===== src/rtl/regfile_write_arbiter_pkg.sv =====
// Shared constants and types for the register file write-port arbiter.
package regfile_write_arbiter_pkg;

    localparam int DEF_DATA_WIDTH     = 32;
    localparam int DEF_REG_ADDR_WIDTH = 5;
    localparam int DEF_CNT_WIDTH      = 16;
    localparam int ZERO_REG           = 0;

    typedef enum logic {
        PORT_A = 1'b0,
        PORT_M = 1'b1
    } port_sel_t;

endpackage


===== src/rtl/regfile_scoreboard.sv =====
// Per-register busy bits: set on reserve, cleared on commit, two read ports.
// Set wins over clear on the same register; register 0 never becomes busy.
module regfile_scoreboard
    import regfile_write_arbiter_pkg::*;
#(
    parameter int REG_ADDR_WIDTH = DEF_REG_ADDR_WIDTH
) (
    input  logic                      Clock,
    input  logic                      Reset,
    input  logic                      set_vld,
    input  logic [REG_ADDR_WIDTH-1:0] set_id,
    input  logic                      clr_vld,
    input  logic [REG_ADDR_WIDTH-1:0] clr_id,
    input  logic [REG_ADDR_WIDTH-1:0] query_a_id,
    input  logic [REG_ADDR_WIDTH-1:0] query_b_id,
    output logic                      busy_a,
    output logic                      busy_b
);

    localparam int NUM_REGS = 2 ** REG_ADDR_WIDTH;

    logic [NUM_REGS-1:0] busy;

    always_ff @(posedge Clock or posedge Reset) begin
        if (Reset) begin
            busy <= '0;
        end else begin
            if (clr_vld) begin
                busy[clr_id] <= 1'b0;
            end
            // Ordered after the clear so a same-edge reserve keeps the bit set.
            if (set_vld && (set_id != REG_ADDR_WIDTH'(ZERO_REG))) begin
                busy[set_id] <= 1'b1;
            end
        end
    end

    assign busy_a = busy[query_a_id];
    assign busy_b = busy[query_b_id];

endmodule


===== src/rtl/regfile_write_arbiter.sv =====
// Round-robin arbiter sharing one register file write port between ALU and load
// writeback, with a registered write interface and a RAW busy scoreboard.
module regfile_write_arbiter
    import regfile_write_arbiter_pkg::*;
#(
    parameter int DATA_WIDTH     = DEF_DATA_WIDTH,
    parameter int REG_ADDR_WIDTH = DEF_REG_ADDR_WIDTH,
    parameter int CNT_WIDTH      = DEF_CNT_WIDTH
) (
    input  logic                      Clock,
    input  logic                      Reset,
    input  logic                      AValid,
    input  logic [REG_ADDR_WIDTH-1:0] ARegID,
    input  logic [DATA_WIDTH-1:0]     AData,
    output logic                      AReady,
    input  logic                      MValid,
    input  logic [REG_ADDR_WIDTH-1:0] MRegID,
    input  logic [DATA_WIDTH-1:0]     MData,
    output logic                      MReady,
    input  logic                      ReserveValid,
    input  logic [REG_ADDR_WIDTH-1:0] ReserveID,
    input  logic [REG_ADDR_WIDTH-1:0] QueryAID,
    input  logic [REG_ADDR_WIDTH-1:0] QueryBID,
    output logic                      BusyA,
    output logic                      BusyB,
    output logic                      WriteEnable,
    output logic [REG_ADDR_WIDTH-1:0] WriteRegID,
    output logic [DATA_WIDTH-1:0]     WriteData,
    output logic [CNT_WIDTH-1:0]      ConflictCount
);

    port_sel_t                 last_grant;
    logic                      tie;
    logic                      xfer;
    logic [REG_ADDR_WIDTH-1:0] xfer_id;
    logic [DATA_WIDTH-1:0]     xfer_data;

    // On a tie the port that did not win the previous tie gets the grant.
    assign tie    = AValid && MValid;
    assign AReady = AValid && (!MValid || (last_grant == PORT_M));
    assign MReady = MValid && (!AValid || (last_grant == PORT_A));

    assign xfer      = AReady || MReady;
    assign xfer_id   = AReady ? ARegID : MRegID;
    assign xfer_data = AReady ? AData  : MData;

    always_ff @(posedge Clock or posedge Reset) begin
        if (Reset) begin
            last_grant <= PORT_M;
        end else if (tie) begin
            last_grant <= AReady ? PORT_A : PORT_M;
        end
    end

    // Writes to register 0 are accepted but never reach the register file.
    always_ff @(posedge Clock or posedge Reset) begin
        if (Reset) begin
            WriteEnable <= 1'b0;
            WriteRegID  <= '0;
            WriteData   <= '0;
        end else begin
            WriteEnable <= xfer && (xfer_id != REG_ADDR_WIDTH'(ZERO_REG));
            if (xfer) begin
                WriteRegID <= xfer_id;
                WriteData  <= xfer_data;
            end
        end
    end

    always_ff @(posedge Clock or posedge Reset) begin
        if (Reset) begin
            ConflictCount <= '0;
        end else if (tie && (ConflictCount != {CNT_WIDTH{1'b1}})) begin
            ConflictCount <= ConflictCount + CNT_WIDTH'(1);
        end
    end

    regfile_scoreboard #(
        .REG_ADDR_WIDTH(REG_ADDR_WIDTH)
    ) u_scoreboard (
        .Clock      (Clock),
        .Reset      (Reset),
        .set_vld    (ReserveValid),
        .set_id     (ReserveID),
        .clr_vld    (WriteEnable),
        .clr_id     (WriteRegID),
        .query_a_id (QueryAID),
        .query_b_id (QueryBID),
        .busy_a     (BusyA),
        .busy_b     (BusyB)
    );

endmodule


===== config.mk =====
export PLATFORM = sky130hd
export DESIGN_NAME = regfile_write_arbiter
export DESIGN_NICKNAME = d
export VERILOG_FILES = /design/src/rtl/regfile_write_arbiter_pkg.sv /design/src/rtl/regfile_scoreboard.sv /design/src/rtl/regfile_write_arbiter.sv
export SDC_FILE = /design/constraint.sdc
export NUM_CORES = 1
export LEC_CHECK = 0
export CAP_MARGIN = 20
export CORE_ASPECT_RATIO = 0.6
export CORE_MARGIN = 5
export CORE_UTILIZATION = 45
export DETAILED_ROUTE_END_ITERATION = 10
export DONT_BUFFER_PORTS = 1
export GPL_TIMING_DRIVEN = 0
export PLACE_DENSITY = 0.7
export SYNTH_ARGS = -nofsm -noshare
export SYNTH_HDL_FRONTEND = slang
export SYNTH_SLANG_ARGS = --single-unit

===== constraint.sdc =====
create_clock -name Clock -period 5.69 [get_ports Clock]
set_input_delay 0.2845 -clock Clock [delete_from_list [all_inputs] [get_ports Clock]]
set_output_delay 0.2845 -clock Clock [all_outputs]
set_load 0.01 [all_outputs]

# ---- Yosys cells after proc, flatten, opt, wreduce, memory -nomap -nowiden
# Index checks and enable logic that the tools add are counted.
dict set report totals {
  input_bits 94
  register_bits 87
  elab_cells 46
  out_inout_bits 58
}
dict set report classes {
  n_lt_le_gt_ge 6
  addsub 1
  eq_ne 1
  bitwise 4
  n_reduce_logical 15
  mux 13
}
# op count
set ops {}
lappend ops {{32-bit 2-to-1 mux} 3}
lappend ops {{32-bit bitwise AND} 1}
lappend ops {{32-bit inverter} 1}
lappend ops {{32-bit OR} 1}
lappend ops {{5-bit by 6-bit less-than comparator with 1-bit output (second input constant)} 4}
lappend ops {{16-bit by 1-bit adder with 16-bit output (second input constant)} 1}
lappend ops {{16-bit inequality test (second input constant)} 1}
lappend ops {{1-bit binary-select mux with 5-bit select} 2}
lappend ops {{1-bit demux with 5-bit select} 2}
lappend ops {{5-bit by 1-bit >= comparator with 1-bit output (second input constant)} 2}
lappend ops {{5-bit nonzero test} 2}
lappend ops {{1-bit logical AND} 8}
lappend ops {{1-bit 2-to-1 mux} 5}
lappend ops {{5-bit 2-to-1 mux} 1}
lappend ops {{1-bit logical OR} 3}
lappend ops {{1-bit zero test} 2}
lappend ops {{1-bit inverter} 1}

# ---- Depth between registers and ports, before layout
# Gate-level depths: netlist of the first run.
dict set report depth {
  ltp_word 9
  depth_mapped 7
  ltp_nobuf 6
}

# ---- Hierarchy
# Synthesis of the first run repeated with hierarchy kept, for this count alone.
dict set report hier_totals {
  hier_cells 525
  hier_area_um2 4778.3
}
# mod cells_per_inst area_each_um2 n_inst seq_area_each_um2
set by_module_without_submodules {}
lappend by_module_without_submodules {regfile_write_arbiter 318 2829.0 1 1377.6}
lappend by_module_without_submodules {regfile_scoreboard 207 1949.4 1 800.8}

# ---- Least setup slack after synthesis of the first run
# Ideal clock, no wire load.
dict set report synth_timing {
  path_kind {register to register}
  startpoint {register ConflictCount[0]}
  endpoint {register ConflictCount[7]}
  t_required_ps 5558
  arrival_time_ps 1453
  synth_period_minus_slack_ps 1584
  path_stages_with_launch 7
  path_buffers 0
  setup_ps 132
  setup_slack_ps 4106
  path_cell_list {dfrtp_1 -> ha_1 -> nand3_1 -> or2_1 -> nor3_1 -> nor3_1 -> xor2_1}
}
dict set report synth_between {
  elab_chain_cells 2
  elab_cells_between_ends 3
  cone_classes {add/sub (1); eq/ne (1); reduce/logical (1)}
}
# element line
set synth_lines {}
lappend synth_lines {{start, declared} regfile_write_arbiter.sv:29} ;# output logic [CNT_WIDTH-1:0] ConflictCount
lappend synth_lines {{start signal, assigned} regfile_write_arbiter.sv:74} ;# ConflictCount <= ConflictCount + CNT_WIDTH'(1);
lappend synth_lines {{parallel branches: the longest is 2 deep, another holds 16-bit by 1-bit adder with 16-bit output} -}
# Parallel ways; which one is timed is not known.
# A chain may end at the register's enable or synchronous reset.

# ---- Worst setup path in the final report of the first run
dict set report layout_timing {
  startpoint {register last_grant}
  endpoint {output port MReady}
}
dict set report layout_between {
  elab_chain_cells 3
}
# element line
set layout_lines {}
lappend layout_lines {{start, declared} regfile_write_arbiter.sv:32} ;# port_sel_t last_grant;
lappend layout_lines {{start signal, assigned} regfile_write_arbiter.sv:51} ;# last_grant <= AReady ? PORT_A : PORT_M;
lappend layout_lines {{1-bit inverter} regfile_write_arbiter.sv:41} ;# assign MReady = MValid && (!AValid || (last_grant == PORT_A));
lappend layout_lines {{1-bit logical OR} regfile_write_arbiter.sv:41}
lappend layout_lines {{1-bit logical AND} regfile_write_arbiter.sv:41}
lappend layout_lines {{end, declared} regfile_write_arbiter.sv:19} ;# output logic MReady,
# No other way between the ends.

==> out/metrics.csv, run 1 <==
stage,metric,value,unit
logic_synthesis,Synthesized Nets,635,
die,die area,12800,sq um
finish,layout net count,648,
global_route,vias in the first global route,4339,
logic_synthesis,#FFs+latches synth,87,
clock_network,Sink Count,87,
finish,diode count,0,
clock_network,TritonCTS Buffers,9,
global_route,Total Routing Usage GR,23.8,%
worst_setup_path,critical path's slowest cell,dfstp_2,
clock_network,number of H-tree levels,3,
sta,Slew @ Worst Pin,0.573,ns
worst_hold_path,worst min path class,in -> reg,
sta,final worst setup slack,3.75,ns
routing,via count,4301,
die,number of I/O pins,152,
sta,RSZ-0062 raised after global routing,false,
worst_setup_path,"Arr. time, crit path",1.66,ns
place,RD Place Congestion,0.857,
place,port bufs,0,
logic_synthesis,Post-synth ARST share,100,%
die,Die Span Y,89.6,um
routing,DRT antenna net count,0,
finish,"most common cell after layout, fill and taps aside",dfrtp_1,
worst_setup_path,origin of the critical flop-to-flop path,ConflictCount[0],
global_route,grt total ovfl,0,
routing,total routed wirelength,14800,um
finish,P&R area growth vs syn,10.4,%
sta,"Slew Viols, Final",0,
global_route,largest net degree at the start of global routing,67,
logic_synthesis,warnings from Yosys,0,
pwr,VDD IR max,194,uV
clock_network,Worst-path clk slew,0.07,ns
clock_network,Post-CTS Setup Bufs,0,
worst_setup_path,CP cell instances,"buf_2, nand2_1, nand2_1, buf_2, inv_1",
logic_synthesis,Post-Synthesis Cell Area,4750,sq um
worst_setup_path,Crit path required time,5.41,ns
sta,Worst Clk Skew,0.00742,ns
pwr,Leak Pwr,2.20,nW
clock_network,cts hold-fix bufs,1,
finish,Seq. cell area,2180,sq um
clock_network,PostCTS Resize Cnt,0,
routing,DRC errors left,0,
worst_setup_path,Worst Path Max Fanout,10,
worst_hold_path,min-delay src,MRegID[4],
worst_setup_path,endpoint type of the worst setup path,output port,
logic_synthesis,dominant synthesized flop cell,dfrtp_1,
place,placed inst area,4950,sq um
clock_network,Root Driver,clkbuf_16,
sta,post-route setup TNS,0,ns
die,Initial Utilization,45.4,%
worst_setup_path,family with the most delay on the worst path,buffers and inverters,
logic_synthesis,sequential area share after synthesis,45.9,%
pwr,Power Density,426,nW/um^2
clock_network,Max Root-Sink Buffers,2,
routing,Iter 0 DRT Violations,335,
worst_setup_path,Crit Path Category,reg -> out,
sta,fin crit share,34.2,%
die,core area,10500,sq um
routing,first-pass detailed-route iteration total,5,
pwr,Pwr Total,2.24,mW
sta,Final Critical Period,1.94,ns
clock_network,clock latency reported for the late side of the worst-skew pair,0.34,ns
routing,Vias/cell,6.17,
sta,Slew HR,61.8,%
global_route,first-pass GRT wire length,23800,um
clock_network,CTS tree,built,
sta,final hold slack,0.0890,ns
worst_setup_path,startpoint types,flop,
worst_setup_path,start point of the critical path,last_grant,
sta,Hold Fails Final Rpt,0,
finish,layout cell share with drive strength beyond 1,7.17,%
finish,most frequent cells in the layout,"dfrtp_1, o21ai_0, nor2_1, a21oi_1, a31oi_1",
die,DIE WIDTH,143,um
logic_synthesis,Post-synth EDFFs,0,
finish,multi-input logic area,2270,sq um
die,Rows,29,
logic_synthesis,Unique masters post-synth,41,
sta,f_max,0.514,GHz
run,maxcap violations,0,
finish,fill cell count,990,
worst_setup_path,"Buf+Inv Stages, Crit Path",3,
place,DP HPWL,11200,um
finish,final instance area,5240,sq um
status,outcome,"complete, no violations",
sta,Final Setup Violations,0,
logic_synthesis,cells after synthesis,540,
global_route,initial antenna violation count,0,
worst_setup_path,CP max stage delay,0.51,ns
logic_synthesis,synthesized area per cell,8.79,sq um
routing,DR WL/cell,21.3,um
place,Setup WS pre-CTS,3.93,ns
==> cell families after synthesis <==
group | share of synthesized area, %
compound gates | 22.8
xor+xnor | 2.40
fa+ha+maj | 0.263
buf+inv | 6.38
flops | 45.9
mux | 6.98
simple gates | 15.3
==> routing by layer <==
metal,part of all wire (%),GRT usage [%]
met5,0,0
met3,9.7,6.72
met1,47,35.0
met2,43,35.1
met4,0.97,5.61
==> Yosys cell counts (3+ instances only) <==
| cell | number | area, sq um |
|---|---|---|
| a21oi_1 | 40 | 200 |
| a22oi_1 | 8 | 60.1 |
| a31oi_1 | 39 | 244 |
| buf_2 | 5 | 25.0 |
| buf_4 | 4 | 30.0 |
| clkbuf_1 | 21 | 78.8 |
| dfrtp_1 | 86 | 2150 |
| inv_1 | 39 | 146 |
| mux2i_1 | 32 | 320 |
| nand2_1 | 34 | 128 |
| nand3_1 | 14 | 70.1 |
| nand3b_1 | 10 | 75.1 |
| nor2_1 | 48 | 180 |
| nor2b_1 | 4 | 25.0 |
| nor3_1 | 9 | 45.0 |
| o21ai_0 | 63 | 315 |
| o22ai_1 | 33 | 206 |
| or2_1 | 3 | 18.8 |
| or3b_2 | 4 | 35.0 |
| xnor2_1 | 5 | 43.8 |
| xor2_1 | 8 | 70.1 |
==> flip-flops by register name, summed over array words and instances, names as in the netlist <==
name,flops
ConflictCount,16
u_scoreboard.busy,32
WriteEnable,1
WriteRegID,5
WriteData,32
last_grant,1
==> final cells by class <==
class | instances | share of cell area [%]
well taps | 139 | 3.32
flip-flops and latches | 87 | 41.6
inverters | 39 | 2.84
repair buffers | 2 | 0.716
multi-input cells | 382 | 43.2
clock inverters | 7 | 1.05
clock buffers | 9 | 4.30
plain buffers | 32 | 2.98
==> where the power goes <==
group	internal [mW]	switching, mW	leakage (nW)
clock network	0.301	0.260	0.138
registers	0.823	0.263	0.998
logic	0.227	0.361	1.07
==> final timing paths <==
| kind | to | slack [ns] | cells past startpoint |
|---|---|---|---|
| worst min register to register | u_scoreboard.busy[0] | 0.53 | 1 |
| max in group asynchronous | last_grant | 4.67 | 3 |
| worst max register to register | ConflictCount[7] | 3.90 | 6 |
| worst min-delay path | WriteRegID[4] | 0.09 | 2 |
| worst max-delay path | MReady | 3.75 | 5 |
| min in group asynchronous | WriteRegID[4] | 0.38 | 2 |
==> metrics by stage <==
step                      utilization (%)  cells
after floorplan                         -    540
after global placement               47.1    679
after detailed placement             47.4    680
after CTS                            50.2    697
after global routing                 50.2    697
final                                50.2    697
Power figures use the tool's default switching activity.
==> run 2: changes to the inputs <==
--- a/config.mk
+++ b/config.mk
@@ -12,7 +12,7 @@
 export DETAILED_ROUTE_END_ITERATION = 10
 export DONT_BUFFER_PORTS = 1
 export GPL_TIMING_DRIVEN = 0
-export PLACE_DENSITY = 0.7
+export PLACE_DENSITY = 0.72
 export SYNTH_ARGS = -nofsm -noshare
 export SYNTH_HDL_FRONTEND = slang
 export SYNTH_SLANG_ARGS = --single-unit
==> constraint.sdc (replaced) <==
create_clock -name Clock -period 1.6 [get_ports Clock]
set_input_delay 0.08 -clock Clock [delete_from_list [all_inputs] [get_ports Clock]]
set_output_delay 0.08 -clock Clock [all_outputs]
set_load 0.01 [all_outputs]
==> run 2 against run 1 <==
The run now ends with negative setup slack left. Largest cell class unchanged. Via count up 12%. Wire length rose by 11%. Cell count rose by 12%. Hold slack worse by 0.080 ns. Core utilization increased by 9.6 points.
==> out/metrics.csv, run 2 (synthesized netlist as in run 1, its figures left out) <==
stage,metric,value,unit,change
status,outcome,"complete, but fails checks",,
status,failing checks,negative setup slack,,
finish,layout net count,731,,+13%
worst_setup_path,"Arr. time, crit path",1.57,ns,-0.09 ns
clock_network,Worst-path clk slew,0.06,ns,about the same
die,core area,10500,sq um,unchanged
finish,P&R area growth vs syn,31.6,%,
global_route,initial antenna violation count,0,,unchanged
finish,most frequent cells in the layout,"dlygate4sd3_1, dfrtp_1, o21ai_0, nor2_1",,
clock_network,Sink Count,87,,unchanged
global_route,first-pass GRT wire length,25200,um,+5.8%
place,Setup WS pre-CTS,-0.220,ns,-4.15 ns
die,DIE WIDTH,143,um,unchanged
clock_network,number of H-tree levels,3,,unchanged
finish,fill cell count,854,,-14%
clock_network,TritonCTS Buffers,9,,unchanged
routing,Iter 0 DRT Violations,383,,+14%
clock_network,Max Root-Sink Buffers,2,,unchanged
routing,Vias/cell,6.19,,+0.31%
pwr,Clock Power Share,27.0,%,+1.9 points
finish,largest registers,"WriteData x32, u_scoreboard.busy x32, ConflictCount x16",,
routing,first-pass detailed-route iteration total,5,,unchanged
worst_setup_path,Worst Path Max Fanout,3,,-7
worst_setup_path,endpoint type of the worst setup path,output port,,
sta,Slew @ Worst Pin,0.594,ns,+0.0216 ns
sta,"Slew Viols, Final",0,,unchanged
pwr,VDD IR max,762,uV,+290%
sta,f_max,0.606,GHz,
pwr,Comb pwr share,27.6,%,+1.3 points
finish,"most common cell after layout, fill and taps aside",dlygate4sd3_1,,
worst_hold_path,worst hold stages,3,,+1
finish,diode count,0,,unchanged
global_route,grt total ovfl,0,,unchanged
worst_setup_path,Reg2Reg Setup Slack,0,ns,-3.90 ns
die,Initial Utilization,45.4,%,unchanged
sta,RSZ-0062 raised after global routing,true,,
place,DP HPWL,11000,um,-1.1%
sta,final hold slack,0.00947,ns,-0.0795 ns
finish,layout cell share with drive strength beyond 1,12.9,%,+5.8 points
pwr,part of the power in registers,45.4,%,-3.2 points
die,number of I/O pins,152,,unchanged
worst_hold_path,worst min path class,in -> reg,,
sta,Slew HR,60.4,%,-1.4 points
worst_setup_path,startpoint types,flop,,
routing,DRC errors left,0,,unchanged
sta,Final Setup Violations,3,,+3
clock_network,Root Driver,clkbuf_16,,
worst_setup_path,Crit path required time,1.52,ns,-3.89 ns
sta,Worst Clk Skew,0.00884,ns,+0.00142 ns
routing,total routed wirelength,16400,um,+11%
pwr,Int Power,5.45,mW,+300%
worst_setup_path,reg2reg path depth,6,,unchanged
routing,DRT antenna net count,0,,unchanged
die,Die Span Y,89.6,um,unchanged
pwr,sw frac,36.8,%,-2.7 points
sta,final worst setup slack,-0.0492,ns,-3.79 ns
sta,fin crit share,103,%,
sta,Final Critical Period,1.65,ns,
die,Rows,29,,unchanged
clock_network,CTS tree,built,,
sta,Hold Fails Final Rpt,0,,unchanged
routing,via count,4828,,+12%
finish,final instance area,6250,sq um,+19%
pwr,Leak Pwr,2.60,nW,+18%
pwr,switching power,3.17,mW,+260%
place,placed inst area,4970,sq um,+0.28%
pwr,Power Density,1380,nW/um^2,+220%
global_route,largest net degree at the start of global routing,38,,-43%
place,port bufs,0,,unchanged
routing,DR WL/cell,21.1,um,-0.92%
run,maxcap violations,0,,unchanged
die,die area,12800,sq um,unchanged
worst_setup_path,Crit Path Category,reg -> out,,
clock_network,clock latency reported for the late side of the worst-skew pair,0.33,ns,about the same
global_route,Total Routing Usage GR,25.2,%,+1.4 points
global_route,vias in the first global route,4887,,+13%
place,RD Place Congestion,0.886,,+3.3%
## run 2: changes by cell type in the layout (fill, tap and decap cells not counted), moves of 4 or more
| cell | change |
|---|---|
| buf_4 | +8 |
| dlygate4sd3_1 | +77 |
| nor3_1 | -4 |
| clkbuf_1 | -5 |
| dfrtp_1 | -18 |
| dfrtp_2 | +18 |
## run 2: worst paths after layout
check                                      start                     to
max                        u_scoreboard.busy[11]                  BusyA
min                                 ReserveID[2]  u_scoreboard.busy[19]
max reg2reg                     ConflictCount[4]      ConflictCount[14]
min reg2reg                 u_scoreboard.busy[0]   u_scoreboard.busy[0]
max in group asynchronous                  Reset       ConflictCount[9]
min in group asynchronous                  Reset       ConflictCount[1]
## run 2: per-stage QoR
stage	util (%)	std cells	power (mW)	TNS [ns]
global route	59.8	780	9.08	-0.429
CTS	58.5	773	8.40	-0.0773
finish	59.8	780	8.62	-0.0809
floorplan	-	540	5.11	0
global placement	47.1	679	5.74	-1.32
detailed placement	47.5	681	5.88	-2.80
## run 2: layer usage
metal / GRT usage (%) / part of all wire, % / wire (um)
met2: 39.3 / 45 / 7360
met5: 0 / 0 / 0
met3: 10.2 / 12 / 2020
met4: 7.77 / 2.2 / 365
met1: 32.6 / 41 / 6680
## run 2: area by class of cell
cell class	instances	area (sq um)	area share (%)
inverter	39	154	2.46
clock buffer	12	256	4.10
buffer	30	168	2.68
multi-input combinational	382	2350	37.5
sequential	87	2200	35.2
clock inverter	4	76.3	1.22
timing repair buffer	87	873	14.0
tap	139	174	2.78
## run 2: power by group through the flow
| stage | clock network [mW] | registers (mW) | logic [mW] |
|---|---|---|---|
| 2_1_floorplan | 0 | 3.54 | 1.57 |
| 3_3_place_gp | 0 | 3.81 | 1.93 |
| 3_5_place_dp | 0 | 3.84 | 2.04 |
| 4_1_cts | 2.35 | 3.85 | 2.19 |
| 5_1_grt | 2.44 | 4.00 | 2.64 |
| 6_report | 2.33 | 3.91 | 2.38 |
## run 2: timing repair
action / CTS / global route
pin swaps: 1 / 9
gates resized for setup: 19 / 33
endpoints found under the hold margin: 109 / 0
buffers inserted: 0 / 7
setup endpoints to repair: 59 / 44
hold buffers: 78 / 0
## run 2: worst max-delay path, cell delays in order, from the launching register on
cell and delay (ns):
dfrtp_1 0.41, mux2i_1 0.19, a22oi_1 0.14, nand3_1 0.11, nand2_1 0.06, a311o_1 0.32
